$ cat config.mk
export PLATFORM = sky130hd
export DESIGN_NAME = alu_macro_seq
export DESIGN_NICKNAME = d
export VERILOG_FILES = /design/src/rtl/alu_macro_seq.sv
export SDC_FILE = /design/constraint.sdc
export NUM_CORES = 1
export LEC_CHECK = 0
export BUFFER_PORTS_ARGS = -buffer_cell sky130_fd_sc_hd__buf_2
export CAP_MARGIN = 20
export CORE_MARGIN = 1.5
export CORE_UTILIZATION = 50
export DETAILED_ROUTE_END_ITERATION = 10
export PLACE_DENSITY = 0.73
export RECOVER_POWER = 100
export SLEW_MARGIN = 20
export SYNTH_ARGS = -nofsm -noshare
export SYNTH_HDL_FRONTEND = slang
export SYNTH_SLANG_ARGS = --single-unit
$ cat constraint.sdc
create_clock -name clk -period 3.5 [get_ports clk]
set_input_delay 0.175 -clock clk [delete_from_list [all_inputs] [get_ports clk]]
set_output_delay 0.175 -clock clk [all_outputs]
set_load 0.02 [all_outputs]
$ cat src/rtl/alu_macro_seq.sv
// alu_macro_seq
// Sequencer that builds compound 16-bit operations (SUB, AND, OR, XOR, SHL,
// CMPEQ, and MUL when ALU_MACRO_SEQ_MUL_EN is defined) from the four-function
// core ALU (ADD, NAND, PASS1, EQ). One ALU micro-step is issued per clock.
// The ALU drive outputs are combinational from (op, step, regs). The step
// result is captured on the clock edge.
// Optional feature macro: ALU_MACRO_SEQ_MUL_EN (op 5 = MUL, 32 steps).
module alu_macro_seq #(
  parameter int WIDTH = 16
) (
  input  logic             clk,
  input  logic             rst_n,
  input  logic             req_valid,
  output logic             req_ready,
  input  logic [2:0]       req_op,
  input  logic [WIDTH-1:0] req_a,
  input  logic [WIDTH-1:0] req_b,
  output logic             resp_valid,
  input  logic             resp_ready,
  output logic [WIDTH-1:0] resp_result,
  output logic             resp_err,
  output logic             busy,
  output logic [1:0]       alu_func,
  output logic [WIDTH-1:0] alu_op1,
  output logic [WIDTH-1:0] alu_op2,
  input  logic [WIDTH-1:0] alu_result,
  input  logic             alu_eq
);

  typedef enum logic [1:0] {
    ST_IDLE = 2'd0,
    ST_EXEC = 2'd1,
    ST_DONE = 2'd2
  } state_e;

  localparam logic [2:0] OP_SUB   = 3'd0;
  localparam logic [2:0] OP_AND   = 3'd1;
  localparam logic [2:0] OP_OR    = 3'd2;
  localparam logic [2:0] OP_XOR   = 3'd3;
  localparam logic [2:0] OP_SHL   = 3'd4;
  localparam logic [2:0] OP_MUL   = 3'd5;
  localparam logic [2:0] OP_CMPEQ = 3'd6;
  localparam logic [2:0] OP_RSVD  = 3'd7;

  localparam logic [1:0] FN_ADD  = 2'b00;
  localparam logic [1:0] FN_NAND = 2'b01;
  localparam logic [1:0] FN_PASS = 2'b10;
  localparam logic [1:0] FN_EQ   = 2'b11;

  localparam logic [WIDTH-1:0] ZERO = {WIDTH{1'b0}};
  localparam logic [WIDTH-1:0] ONE  = {{(WIDTH-1){1'b0}}, 1'b1};

  state_e           state_q, state_d;
  logic [2:0]       op_q, op_d;
  logic [WIDTH-1:0] a_q, a_d, b_q, b_d, t0_q, t0_d, t1_q, t1_d;
  logic [4:0]       step_q, step_d, last_idx_s;
  logic             last_step_s, op_illegal_s;
  logic [WIDTH-1:0] resp_result_q, res_d;
  logic             resp_err_q, err_d;
  logic             resp_valid_q, resp_valid_d;
  logic             busy_q, busy_d;
  logic             req_ready_q, req_ready_d;
`ifdef ALU_MACRO_SEQ_MUL_EN
  logic [WIDTH-1:0] acc_q, acc_d;
`endif

`ifdef ALU_MACRO_SEQ_MUL_EN
  assign op_illegal_s = (req_op == OP_RSVD);
`else
  assign op_illegal_s = (req_op == OP_RSVD) || (req_op == OP_MUL);
`endif

  assign req_ready   = req_ready_q;
  assign resp_valid  = resp_valid_q;
  assign resp_result = resp_result_q;
  assign resp_err    = resp_err_q;
  assign busy        = busy_q;

  // Index of the final micro-step for the operation in flight
  always_comb begin
    last_idx_s = 5'd0;
    case (op_q)
      OP_SUB:   last_idx_s = 5'd2;
      OP_AND:   last_idx_s = 5'd1;
      OP_OR:    last_idx_s = 5'd2;
      OP_XOR:   last_idx_s = 5'd3;
      OP_SHL: begin
        if (b_q[3:0] == 4'd0) last_idx_s = 5'd0;
        else                  last_idx_s = {1'b0, b_q[3:0]} - 5'd1;
      end
      OP_CMPEQ: last_idx_s = 5'd0;
`ifdef ALU_MACRO_SEQ_MUL_EN
      OP_MUL:   last_idx_s = 5'd31;
`endif
      default:  last_idx_s = 5'd0;
    endcase
  end

  assign last_step_s = (step_q == last_idx_s);

  // State register
  always_ff @(posedge clk or negedge rst_n) begin
    if (!rst_n) state_q <= ST_IDLE;
    else        state_q <= state_d;
  end

  // Next-state logic: illegal opcodes skip EXEC and answer immediately
  always_comb begin
    state_d = state_q;
    case (state_q)
      ST_IDLE: begin
        if (req_valid) begin
          if (op_illegal_s) state_d = ST_DONE;
          else              state_d = ST_EXEC;
        end else begin
          state_d = ST_IDLE;
        end
      end
      ST_EXEC: begin
        if (last_step_s) state_d = ST_DONE;
        else             state_d = ST_EXEC;
      end
      ST_DONE: begin
        if (resp_ready) state_d = ST_IDLE;
        else            state_d = ST_DONE;
      end
      default: state_d = ST_IDLE;
    endcase
  end

  // Handshake/status outputs, registered from the next state
  always_comb begin
    resp_valid_d = 1'b0;
    busy_d       = 1'b0;
    req_ready_d  = 1'b0;
    case (state_d)
      ST_IDLE: req_ready_d = 1'b1;
      ST_EXEC: busy_d      = 1'b1;
      ST_DONE: begin
        busy_d       = 1'b1;
        resp_valid_d = 1'b1;
      end
      default: req_ready_d = 1'b1;
    endcase
  end

  // ALU drive: PASS1 of zero outside EXEC, otherwise the current micro-step
  always_comb begin
    alu_func = FN_PASS;
    alu_op1  = ZERO;
    alu_op2  = ZERO;
    if (state_q == ST_EXEC) begin
      case (op_q)
        OP_SUB: begin
          if (step_q == 5'd0) begin
            alu_func = FN_NAND; alu_op1 = b_q;  alu_op2 = b_q;
          end else if (step_q == 5'd1) begin
            alu_func = FN_ADD;  alu_op1 = t0_q; alu_op2 = ONE;
          end else begin
            alu_func = FN_ADD;  alu_op1 = a_q;  alu_op2 = t0_q;
          end
        end
        OP_AND: begin
          if (step_q == 5'd0) begin
            alu_func = FN_NAND; alu_op1 = a_q;  alu_op2 = b_q;
          end else begin
            alu_func = FN_NAND; alu_op1 = t0_q; alu_op2 = t0_q;
          end
        end
        OP_OR: begin
          if (step_q == 5'd0) begin
            alu_func = FN_NAND; alu_op1 = a_q;  alu_op2 = a_q;
          end else if (step_q == 5'd1) begin
            alu_func = FN_NAND; alu_op1 = b_q;  alu_op2 = b_q;
          end else begin
            alu_func = FN_NAND; alu_op1 = t0_q; alu_op2 = t1_q;
          end
        end
        OP_XOR: begin
          alu_func = FN_NAND;
          if (step_q == 5'd0) begin
            alu_op1 = a_q;  alu_op2 = b_q;
          end else if (step_q == 5'd1) begin
            alu_op1 = a_q;  alu_op2 = t0_q;
          end else if (step_q == 5'd2) begin
            alu_op1 = b_q;  alu_op2 = t0_q;
          end else begin
            alu_op1 = t1_q; alu_op2 = a_q;
          end
        end
        OP_SHL: begin
          if (b_q[3:0] == 4'd0) begin
            alu_func = FN_PASS; alu_op1 = a_q; alu_op2 = ZERO;
          end else begin
            alu_func = FN_ADD;  alu_op1 = a_q; alu_op2 = a_q;
          end
        end
        OP_CMPEQ: begin
          alu_func = FN_EQ; alu_op1 = a_q; alu_op2 = b_q;
        end
`ifdef ALU_MACRO_SEQ_MUL_EN
        OP_MUL: begin
          if (step_q[0] == 1'b0) begin
            if (b_q[0]) begin
              alu_func = FN_ADD;  alu_op1 = acc_q; alu_op2 = a_q;
            end else begin
              alu_func = FN_PASS; alu_op1 = acc_q; alu_op2 = ZERO;
            end
          end else begin
            alu_func = FN_ADD; alu_op1 = a_q; alu_op2 = a_q;
          end
        end
`endif
        default: begin
          alu_func = FN_PASS; alu_op1 = ZERO; alu_op2 = ZERO;
        end
      endcase
    end else begin
      alu_func = FN_PASS;
      alu_op1  = ZERO;
      alu_op2  = ZERO;
    end
  end

  // Datapath next-state: latch request, capture each step's ALU result
  always_comb begin
    a_d    = a_q;
    b_d    = b_q;
    t0_d   = t0_q;
    t1_d   = t1_q;
    op_d   = op_q;
    step_d = step_q;
    res_d  = resp_result_q;
    err_d  = resp_err_q;
`ifdef ALU_MACRO_SEQ_MUL_EN
    acc_d  = acc_q;
`endif
    case (state_q)
      ST_IDLE: begin
        if (req_valid) begin
          a_d    = req_a;
          b_d    = req_b;
          op_d   = req_op;
          step_d = 5'd0;
          t0_d   = ZERO;
          t1_d   = ZERO;
`ifdef ALU_MACRO_SEQ_MUL_EN
          acc_d  = ZERO;
`endif
          if (op_illegal_s) begin
            res_d = ZERO;
            err_d = 1'b1;
          end else begin
            res_d = resp_result_q;
            err_d = resp_err_q;
          end
        end else begin
          step_d = step_q;
        end
      end
      ST_EXEC: begin
        step_d = step_q + 5'd1;
        case (op_q)
          OP_SUB: if (step_q != 5'd2) t0_d = alu_result; else t0_d = t0_q;
          OP_AND: if (step_q == 5'd0) t0_d = alu_result; else t0_d = t0_q;
          OP_OR: begin
            if (step_q == 5'd0)      t0_d = alu_result;
            else if (step_q == 5'd1) t1_d = alu_result;
            else                     t0_d = t0_q;
          end
          OP_XOR: begin
            if (step_q == 5'd0)      t0_d = alu_result;
            else if (step_q == 5'd1) t1_d = alu_result;
            else if (step_q == 5'd2) a_d  = alu_result;
            else                     a_d  = a_q;
          end
          OP_SHL: a_d = alu_result;
`ifdef ALU_MACRO_SEQ_MUL_EN
          OP_MUL: begin
            if (step_q[0] == 1'b0) begin
              if (b_q[0]) acc_d = alu_result;
              else        acc_d = acc_q;
            end else begin
              a_d = alu_result;
              b_d = {1'b0, b_q[WIDTH-1:1]};
            end
          end
`endif
          default: a_d = a_q;
        endcase
        if (last_step_s) begin
          err_d = 1'b0;
          case (op_q)
            OP_CMPEQ: res_d = {{(WIDTH-1){1'b0}}, alu_eq};
`ifdef ALU_MACRO_SEQ_MUL_EN
            OP_MUL:   res_d = acc_q;
`endif
            default:  res_d = alu_result;
          endcase
        end else begin
          res_d = resp_result_q;
        end
      end
      ST_DONE: step_d = step_q;
      default: step_d = 5'd0;
    endcase
  end

  // Datapath registers
  always_ff @(posedge clk or negedge rst_n) begin
    if (!rst_n) begin
      op_q   <= 3'd0;
      a_q    <= ZERO;
      b_q    <= ZERO;
      t0_q   <= ZERO;
      t1_q   <= ZERO;
      step_q <= 5'd0;
`ifdef ALU_MACRO_SEQ_MUL_EN
      acc_q  <= ZERO;
`endif
    end else begin
      op_q   <= op_d;
      a_q    <= a_d;
      b_q    <= b_d;
      t0_q   <= t0_d;
      t1_q   <= t1_d;
      step_q <= step_d;
`ifdef ALU_MACRO_SEQ_MUL_EN
      acc_q  <= acc_d;
`endif
    end
  end

  // Response and status output registers
  always_ff @(posedge clk or negedge rst_n) begin
    if (!rst_n) begin
      resp_result_q <= ZERO;
      resp_err_q    <= 1'b0;
      resp_valid_q  <= 1'b0;
      busy_q        <= 1'b0;
      req_ready_q   <= 1'b1;
    end else begin
      resp_result_q <= res_d;
      resp_err_q    <= err_d;
      resp_valid_q  <= resp_valid_d;
      busy_q        <= busy_d;
      req_ready_q   <= req_ready_d;
    end
  end

endmodule

Word-level counts from Yosys, hierarchy flattened:

Cells that the tools add are included.

* bits in registers: 94
* word-level logic and storage cells: 121
* output and inout port bits: 54

* eq/ne operators: 28
* muxes and demuxes: 61
* $add $sub $neg: 2
* bitwise logic cells: 1
* reduce and logical (&&, ||, !) cells: 17

Operator list (number)
* $mux W16: 33
* $pmux W16 S2: 6
* $pmux W16 S6: 1
* $pmux W16 S5: 1
* $pmux W5 S4: 1
* $pmux W5 S3: 1
* $eq A3 B3 Y1 const B: 4
* $mux W2: 6
* $ne A3 B3 Y1 const B: 4
* $mux W5: 2
* $ne A2 B2 Y1 const B: 5
* $reduce_and A5 Y1: 2
* $pmux W2 S4: 1
* $reduce_or A2 Y1: 4
* $mux W1: 7
* $eq A3 B2 Y1 const B: 2
* $ne A3 B2 Y1 const B: 2
* $pmux W2 S3: 1
* $reduce_and A6 Y1: 1
* $add A5 B1 Y5 const B: 1
* $eq A5 B1 Y1 const B: 1
* $eq A5 B2 Y1 const B: 1
* $eq A5 B5 Y1: 1
* $logic_not A5 Y1: 1
* other kinds (17): 20

Logic depth before layout (Yosys ltp):

* word-level depth: 9
* depth in mapped cells: 11

Least setup slack after synthesis:

No wires, ideal clock.

* path kind: register -> register
* start point: reg op_q[0]
* end point: reg busy_q (netlist: busy)
* buffers on the path: 3
* path slack: 1040 ps
* library setup time: 64 ps
* cell stages (with the launch flop): 12
* data arrival time: 2396 ps
* data required time: 3436 ps
* period minus slack after synthesis: 2460 ps
* cells stage by stage: dfrtp_1 > buf_6 > or3b_4 > a211oi_1 > xnor2_1 > nand3_2 > nor4b_2 > buf_6 > buf_12 > o21bai_1 > ha_1 > inv_1

* longest elaborated chain between the ends: 9
* elaborated cells between the ends (all ways): 14
* classes of those cells: eq/ne: 7; mux: 4; reduce/logical: 3

RTL lines
* from (decl): RTL line 54 `logic [2:0] op_q, op_d;`
* from (signal assigned): RTL line 322 `op_q <= op_d;`
* $eq A3 B2 Y1 or $logic_not A3 Y1 (tied branches): RTL line 82 `case (op_q)`
* $reduce_or A2 Y1 (no source line)
* $pmux W5 S4 *: RTL line 82
* $eq A5 B5 Y1 *: RTL line 99 `assign last_step_s = (step_q == last_idx_s);`
* $mux W2 *: RTL line 120 `if (last_step_s) state_d = ST_DONE;`
* $pmux W2 S3 *: RTL line 110 `case (state_q)`
* via state_d[1]: RTL line 53 `state_e state_q, state_d;`
* $eq A2 B2 Y1 or $eq A2 B1 Y1 (tied branches): RTL line 136 `case (state_d)`
* $reduce_or A2 Y1 (no source line) *
* $mux W1 *: RTL line 136
* via busy_d: RTL line 61 `logic busy_q, busy_d;`
* to (signal assigned): RTL line 346 `busy_q <= busy_d;`
* to (decl): RTL line 61

Mark *: on every way through the listed nets, which the timed path passes. The rest lies on a longest branch.
A chain may end at the register's enable or synchronous reset.

Final worst setup path:

* start point: reg step_q[1]
* end point: out alu_op1[0]

* longest elaborated chain between the ends: 6
* elaborated cells between the ends (all ways): 13
* classes of those cells: eq/ne: 2; mux: 10; reduce/logical: 1

RTL lines
* from (decl): RTL line 56 `logic [4:0] step_q, step_d, last_idx_s;`
* from (signal assigned): RTL line 327 `step_q <= step_d;`
* $eq A5 B2 Y1: RTL line 185 `end else if (step_q == 5'd2) begin`
* $mux W16: RTL line 185
* $mux W16: RTL line 183 `end else if (step_q == 5'd1) begin`
* $mux W16: RTL line 181 `if (step_q == 5'd0) begin`
* $pmux W16 S5 *: RTL line 153 `case (op_q)`
* $mux W16 *: RTL line 152 `if (state_q == ST_EXEC) begin`
* to (decl): RTL line 24 `output logic [WIDTH-1:0] alu_op1,`

Every way passes the cells marked *; elsewhere a longest branch is shown, timed or not.

==> results by group <==
Run status
  – Status: finished, final reports clean

Finish
  – Nets: 1,044
  – FILL cells: 1,281
  – Fin util: 58.5%
  – Layout cells sized above 1: 14.7%
  – Area Overhead vs Synth: 13.2%
  – Diode count: 0
  – Multi-input logic area: 4100 um2
  – Register area: 2350 um2
  – Finished Layout Cells: 1,164

Floorplanning
  – CORE AREA: 13,300 um2
  – Die width: 120 um
  – Die H: 120 um
  – IO Count: 110
  – Total die area: 14,500 um2
  – Rows: 42
  – Initial core utilization: 51.7%

CTS
  – CTS sink cnt: 94
  – Num CTS Buffers: 9
  – Clk slew on worst S/H paths: 0.07 ns
  – Skew-Pair Late Insertion Delay: 0.36 ns
  – Htree depth: 3
  – CTS Buffer Depth: 2
  – Root buffer cell: clkbuf_16
  – TritonCTS clock tree: built

Pwr
  – PwrDens: 1130 nW/um2
  – Maximum vdd ir drop: 0.000532 V
  – LEAKAGE: 3.19 nW

Synthesis
  – Mapped Area: 6900 um2
  – Most numerous cell in the Yosys netlist: nand2_1
  – Mapped Cells: 904
  – Synth cell count leaders: nand2_1, dfrtp_1, a21oi_1
  – Syn avg cell area: 7.63 um2
  – Ranking of synthesized cells by area: dfrtp_1, nand2_1, a21oi_1, o21ai_0, nor2_1
  – Asr flop ratio synth: 100%
  – Yosys cell types: 68
  – Yosys top cell by area: dfrtp_1
  – Syn Nets: 965
  – Sequential area share after synthesis: 34.1%
  – Total number of yosys warnings: 0
  – Ys flop type: dfrtp_1
  – Synth top area share: 33.7%
  – Yosys reg bits: 94
  – Number of synthesized flops with an enable pin: 0

STA
  – Normalized max-slew margin: 10.7%
  – Final setup vio count: 0
  – Setup TNS: 0 ns
  – Worst Tran Pin Value: 1.34 ns
  – Hold Fails Final Rpt: 0
  – Final Max Tran Viols: 0
  – RSZ-0062 raised after global routing: false
  – Layout Skew: 0.00832 ns
  – F_max: 0.293 GHz
  – Final Cycle Share: 97.5%
  – Final min period: 3.41 ns

Worst setup path
  – Reg2Reg Depth: 7
  – RR Endpoint: resp_result[3]
  – Crit. End Element: output pin
  – Critical Path Source Type: register
  – R2R Setup Slk: 0.25 ns
  – Worst EP arrival: 3.24 ns
  – CP Max Fanout: 32
  – WS Path Type: register to output pin
  – CP required: 3.32 ns
  – Worst R2R Start: b_q[0]

Hold path
  – Min-delay src: req_b[13]
  – Worst Hold Depth: 3
  – Hold EP: b_q[13]
  – Hold crit path type: input pin to register

Global routing
  – GRT Resource Usage Total: 32.8%
  – First-pass GRT wire length: 37.3 mm
  – Largest net degree at the start of global routing: 78
  – Grt ovf: 0
  – Initial antenna violation count: 0
  – Vias in the first global route: 6,805

Placement
  – Dpl hpwl: 16.1 mm
  – Port Buffers: 109
  – Cells after DPL: 1,147
  – Placer Congestion: 0.985

Drt
  – Vias per cell: 6.50
  – Wirelength per Cell: 20.1 um
  – Remaining routing DRC violations: 0
  – WL final: 23.4 mm
  – DRT iter0 DRCs: 1,000
  – Drt pass-1 iters: 8
  – Vias: 7,569
  – Post-route antenna net violation count: 0

Run
  – Total of max-cap violations: 0
[stage by stage]
stage	power (mW)	setup WS (ns)	hold WS [ns]	cell area [um2]
2_1_floorplan	6.05	1.04	-0.121	6900
3_3_place_gp	7.57	0.646	0.253	7560
3_5_place_dp	7.63	0.558	0.263	7560
4_1_cts	8.82	0.159	0.0155	7920
5_1_grt	9.43	0.0212	0.0521	7800
6_report	8.84	0.0871	0.0222	7800
[cell type report]
type / count / share of cell area (%)
multi-input cells: 722 / 52.5
flip-flops and latches: 94 / 30.2
repair buffers: 143 / 9.48
clock buffers: 10 / 2.93
well taps: 176 / 2.82
clock inverters: 6 / 1.49
inverters: 13 / 0.625
[power by group]
part           leakage, nW  internal [mW]  switching [mW]
Clock                0.168          0.705           0.448
Combinational         1.84           1.80            3.49
Sequential            1.18           1.57           0.835
Total                 3.19           4.07            4.77
[critical path, cell delays in order, from the launching register on]
cell and delay [ns]:
dfrtp_1 0.46, inv_1 0.10, ha_1 0.22, nor4b_4 0.14, buf_4 0.27, nor2_1 0.60
o22ai_1 0.17, clkbuf_2 0.26, a211oi_1 0.30, a21oi_1 0.16, buf_2 0.20
[kinds of logic (layout without fill, tap and decap cells)]
group           Yosys count  after routing  synth area share, %
simple gates            348            348                 22.4
fa+ha+maj                 5              5                0.907
mux                      33             33                 5.03
compound gates          331            331                 30.8
buf+inv                  88            172                 6.11
flops                    94             94                 34.1
xor+xnor                  5              5                0.635
[per-layer routing]
metal	vias up	track usage (%)	share of wire [%]
li1	3461	-	-
met1	3493	48.0	42
met3	80	7.55	13
met5	-	0	0
met2	535	46.0	42
met4	0	14.8	3.3
[sequential cells by signal, summed over array words and instances (netlist names), 2 cells and up]
name / flops
resp_result: 16
step_q: 5
t0_q: 16
b_q: 16
t1_q: 16
op_q: 3
a_q: 16
state_q: 2
[cells in the final DEF (no fill, tap or decap), types with 3 or more instances in the layout]
cell type  instances
a22oi_1            5
clkbuf_16          9
clkbuf_1          42
mux2_2            13
mux2i_1           20
o21ai_1            3
o211ai_1           9
buf_2             65
a221oi_1          21
dfrtp_1           93
o21bai_1           6
o221ai_1           6
nand2b_1           5
a221o_1            6
a311o_1            6
nor2_1            82
o32ai_1            3
a31oi_1           36
a21oi_1           83
nand3_1           12
clkbuf_2          11
a21boi_1           3
nor4_1             7
o31ai_1            6
o22ai_1           15
nand2_1          206
inv_1             12
a21boi_0          12
nand4_1            6
bufinv_16          3
o21ai_0           83
buf_4             23
a222oi_1           5
a211o_1            6
nor3_1             8
ha_1               5
xnor2_1            3
nor2b_1            4
[worst max-delay path by stage]
| stage | cells after the start | end | from | slack [ns] |
|---|---|---|---|---|
| after floorplan | 11 | busy | op_q[0] | 1.04 |
| after global placement | 9 | alu_op1[4] | step_q[0] | 0.65 |
| after detailed placement | 9 | alu_op1[4] | step_q[0] | 0.56 |
| after CTS | 9 | alu_op1[4] | step_q[0] | 0.16 |
| after global routing | 9 | alu_op1[12] | step_q[0] | 0.02 |
| final | 10 | alu_op1[0] | step_q[1] | 0.09 |
[what timing repair did]
item / in CTS / in global routing
endpoints found under the setup margin: 0 / 4
endpoints found under the hold margin: 47 / 0
buffers inserted: 0 / 0
resized for setup: 0 / 2
hold buffers: 1 / 0
(Power assumes the default switching activity.)
